--- config.mk ---
export PLATFORM = sky130hd
export DESIGN_NAME = status_led_ctrl
export DESIGN_NICKNAME = d
export VERILOG_FILES = /design/src/rtl/status_led_ctrl.sv
export SDC_FILE = /design/constraint.sdc
export NUM_CORES = 1
export LEC_CHECK = 0
export ABC_AREA = 0
export CAP_MARGIN = 20
export CORE_UTILIZATION = 30
export CTS_CLUSTER_DIAMETER = 40
export DETAILED_ROUTE_END_ITERATION = 10
export HOLD_SLACK_MARGIN = 0.12
export PLACE_DENSITY = 0.59
export RECOVER_POWER = 50
export REMOVE_ABC_BUFFERS = 1
export SLEW_MARGIN = 20
export SYNTH_ARGS = -nofsm -noshare
export SYNTH_HDL_FRONTEND = slang
export SYNTH_SLANG_ARGS = --single-unit
--- constraint.sdc ---
create_clock -name clk -period 2.6 [get_ports clk]
set_clock_uncertainty 0.2 [all_clocks]
set_input_delay 0.52 -clock clk [delete_from_list [all_inputs] [get_ports clk]]
set_output_delay 0.52 -clock clk [all_outputs]
set_load 0.02 [all_outputs]
--- src/rtl/status_led_ctrl.sv ---
// Board-level status LED driver: lock-qualified reset hold-off, free-running heartbeat
// counter and NUM_LED independently moded LED channels.
module status_led_ctrl #(
  parameter int NUM_LED         = 4,
  parameter int CNT_WIDTH       = 32,
  parameter int HB_BIT          = 24,
  parameter int STRETCH_CYCLES  = 2500000,
  parameter int RST_HOLD_CYCLES = 16
) (
  input  logic                   clk,
  input  logic                   reset_n,
  input  logic                   locked,
  output logic                   rst_out,
  input  logic [3*NUM_LED-1:0]   mode,
  input  logic [NUM_LED-1:0]     evt,
  output logic [NUM_LED-1:0]     led,
  output logic [CNT_WIDTH-1:0]   hb_count
);

  localparam int SW = $clog2(STRETCH_CYCLES + 1);
  localparam int HW = $clog2(RST_HOLD_CYCLES + 1);
  localparam logic [SW-1:0] STRETCH_LOAD = SW'(STRETCH_CYCLES);
  localparam logic [HW-1:0] HOLD_DONE    = HW'(RST_HOLD_CYCLES);

  typedef enum logic [2:0] {
    MODE_OFF       = 3'd0,
    MODE_ON        = 3'd1,
    MODE_HEARTBEAT = 3'd2,
    MODE_BLINK_SLO = 3'd3,
    MODE_BLINK_FST = 3'd4,
    MODE_STRETCH   = 3'd5,
    MODE_TOGGLE    = 3'd6,
    MODE_RSVD      = 3'd7
  } led_mode_t;

  logic [HW-1:0]      hold_cnt;
  logic [SW-1:0]      stretch [NUM_LED];
  logic [NUM_LED-1:0] toggle;
  logic [NUM_LED-1:0] led_next;

  // A lock drop restarts the whole hold-off and the heartbeat.
  always_ff @(posedge clk) begin
    if (!reset_n) begin
      hold_cnt <= '0;
      rst_out  <= 1'b1;
      hb_count <= '0;
    end else if (!locked) begin
      hold_cnt <= '0;
      rst_out  <= 1'b1;
      hb_count <= '0;
    end else begin
      if (hold_cnt != HOLD_DONE)
        hold_cnt <= hold_cnt + HW'(1);
      rst_out  <= (hold_cnt != HOLD_DONE);
      hb_count <= hb_count + CNT_WIDTH'(1);
    end
  end

  // Channel state ignores mode so switching modes never loses an event.
  always_ff @(posedge clk) begin
    if (!reset_n) begin
      for (int i = 0; i < NUM_LED; i++)
        stretch[i] <= '0;
      toggle <= '0;
    end else begin
      for (int i = 0; i < NUM_LED; i++) begin
        if (evt[i])
          stretch[i] <= STRETCH_LOAD;
        else if (stretch[i] != '0)
          stretch[i] <= stretch[i] - SW'(1);
      end
      toggle <= toggle ^ evt;
    end
  end

  always_comb begin
    led_next = '0;
    for (int i = 0; i < NUM_LED; i++) begin
      case (led_mode_t'(mode[3*i +: 3]))
        MODE_OFF:       led_next[i] = 1'b0;
        MODE_ON:        led_next[i] = 1'b1;
        MODE_HEARTBEAT: led_next[i] = hb_count[HB_BIT+i];
        MODE_BLINK_SLO: led_next[i] = hb_count[HB_BIT+NUM_LED-1];
        MODE_BLINK_FST: led_next[i] = hb_count[HB_BIT];
        MODE_STRETCH:   led_next[i] = (stretch[i] != '0);
        MODE_TOGGLE:    led_next[i] = toggle[i];
        default:        led_next[i] = 1'b0;
      endcase
    end
  end

  always_ff @(posedge clk) begin
    if (!reset_n)
      led <= '0;
    else
      led <= led_next;
  end

endmodule

==> run summary <==
Synth Area per Inst -> 9.97 um2
CTS sink cnt -> 134
Yosys reg bits -> 134
Wirelength per Cell -> 14.1 um
Leak pwr -> 3.30 nW
Clock slew seen by the registers of the worst setup and hold paths -> 0.06 ns
Worst setup SP type -> flip-flop
GRT Resource Usage Total -> 13.8%
Max Slew Vio Count -> 0
WP data arrival -> 2.51 ns
Final number of hold-violating endpoints -> 0
Synth top area cells -> edfxtp_1 (38%), dfxtp_1 (13%), xnor2_1 (7.2%), nor2_1 (6.5%), xor2_1 (3.7%)
HP Class -> flip-flop to flip-flop
Iteration-0 DRC Markers -> 308
Met1 wire length -> 7.59 mm
Seq/Total Area, Yosys -> 51.2%
Final Power -> 5.98 mW
Peak VDD IR -> 0.471 mV
DR top layer -> met4
Antenna diodes -> 0
Worst-margin pin slew -> 0.914 ns
# Max-Cap Violations -> 0
Slew HR -> 39.1%
Clock Latency Late Sink -> 0.42 ns
Most area-hungry cell type in the Yosys netlist -> edfxtp_1
Routed via count -> 5463
H-tree depth -> 4
Cell variety after synth -> 51
Inst Count DP -> 1066
Pwr dens -> 677 nW/um2
Tcrit/Tclk final -> 97.8%
Most common cell in the netlist -> nor2_1
Routed wire length -> 15.5 mm
Core area -> 22700 um2
Slowest CP cell -> or4_4
Post-Layout Cell Count -> 1101
Top_reg_cell synth -> edfxtp_1
Die Span Y -> 154 um
Gr ovfl total -> 0
Finish-stage setup viols -> 0
Status -> finished clean
Cells after Synth -> 698
IO Port Bufs -> 55
DR DRC count -> 0
Clock Path Buffers -> 2
YS warnings -> 0
Area grow syn2layout -> 27.0%
DRT Pass-1 Iters -> 5
Post-synth top area share -> 38.0%
Initial antenna violation count -> 0
CP max FO -> 10
Worst Setup Path Type -> flip-flop to flip-flop
Vias in the first global route -> 5161
Final RePlAce weighted congestion -> 0.782
Post-synth EDFFs -> 88
Fin nets -> 829
Detail Route Antenna Nets -> 0
Mapped Area -> 6960 um2
RSZ-0062 raised after global routing -> true
Share of cells above drive strength 1 -> 12.0%
CP Capture Type -> flip-flop
Boundary pin count -> 56
Pin count of the biggest net entering global routing -> 26
Vias per cell -> 4.96
Most frequent CP cell -> or4_4
Root Buffer Master -> clkbuf_16
Worst Hold Slack -> 0.312 ns
Ys async rst share -> 0%
Crit-path max cell delay -> 0.57 ns
F_max -> 393 MHz
Synth top cells by count -> nor2_1 (121), edfxtp_1 (88), xnor2_1 (57)
CTS tree -> yes
Die ar. -> 23800 um2
First-pass GRT wire length -> 25.9 mm
Final Critical Period -> 2.54 ns
WL met2 -> 6.93 mm
Hpwl dp -> 11.0 mm
Clock buffer count from CTS -> 17
Initial Util -> 30.6%
Worst-path cell chain -> or4_4, or4_4, nor3b_4, or3_4, buf_8, nor2_1
Hold_buf cts -> 0
Row cnt -> 55
Met3 wire length -> 662 um
Die width -> 154 um
Req. time, crit path -> 2.57 ns
==> power by group <==
part,leakage (nW),switching (mW),total [mW],internal (mW)
Clock,0.324,0.917,2.54,1.62
Sequential,1.41,0.131,2.56,2.43
Combinational,1.56,0.470,0.878,0.409
Total,3.30,1.52,5.98,4.46
==> layout by cell type, fill, tap and decap left out, drive strengths merged, types with 3 or more instances in the layout <==
cell and n:
nor2 121, edfxtp 88, xnor2 57, dfxtp 46, buf 45, nand2 39
nor3 38, dlygate4sd3 38, clkbuf 32, o21ai 30, xor2 29, a21oi 29
nand3 28, inv 24, nor4 22, or3 18, clkdlybuf4s50 17, nand4 14
or4 13, o31ai 9, mux2i 7, o21a 7, ha 7, and4 6
nand2b 5, o41ai 5, nand4b 4, and3 4, clkinv 4, a31oi 3
nand3b 3
==> cells by family after synthesis <==
| family | after synthesis | share of synthesized area, % |
|---|---|---|
| and+or+nand+nor | 326 | 24.3 |
| DFF | 134 | 51.2 |
| muxes | 8 | 1.17 |
| AOI/OAI and AO/OA | 94 | 8.44 |
| xor gates and xnor gates | 86 | 10.8 |
| buffers and inverters | 43 | 2.81 |
| adders and majority gates | 7 | 1.26 |
==> layer usage <==
metal	vias to the layer above	track usage [%]
li1	2762	-
met1	2588	18.4
met2	95	21.0
met3	18	2.91
met4	0	7.12
met5	-	0
==> state kept, by name (all words and copies together) (netlist names) <==
register	cells
hb_count	32
hold_cnt	5
rst_out	1
led	4
stretch	88
toggle	4
==> worst paths after layout <==
check / startpoint / endpoint / slack (ns) / cells after the start
max: stretch[0][16]$_SDFFCE_PN0P_ / stretch[0][15]$_SDFFCE_PN0P_ / 0.06 / 6
min: hb_count[0]$_SDFF_PN0_ / hb_count[0]$_SDFF_PN0_ / 0.31 / 1
max reg2reg: stretch[0][16]$_SDFFCE_PN0P_ / stretch[0][15]$_SDFFCE_PN0P_ / 0.06 / 6
min reg2reg: hb_count[0]$_SDFF_PN0_ / hb_count[0]$_SDFF_PN0_ / 0.31 / 1
==> cell type report <==
type                       instances  area, um2
clock buffer                      24        567
clock inverter                     8       75.1
fill                            2251      13900
inverter                          21       78.8
multi-input combinational        521       3220
sequential                       134       3560
tap                              285        357
timing repair buffer             108        971
==> per-stage QoR <==
step	TNS [ns]	util (%)	instance area (um2)	setup slack, ns
6_report	0	38.9	8830	0.0578
5_1_grt	-0.529	38.9	8830	-0.0321
4_1_cts	0	38.8	8800	0.0270
2_1_floorplan	-20.33	-	6840	-0.456
3_3_place_gp	0	35.9	8160	0.0810
3_5_place_dp	0	35.9	8160	0.0372
==> critical path, delay by kind of cell, from the launching register on <==
family        cells  cell delay [ns]
simple gates      5             1.58
flops             1             0.40
buf+inv           1             0.12
==> timing repair <==
item,CTS,global route
endpoints found under the setup margin,0,78
gates resized for setup,0,7
setup buffers,0,3
endpoints found under the hold margin,0,0
(Power assumes the default switching activity.)
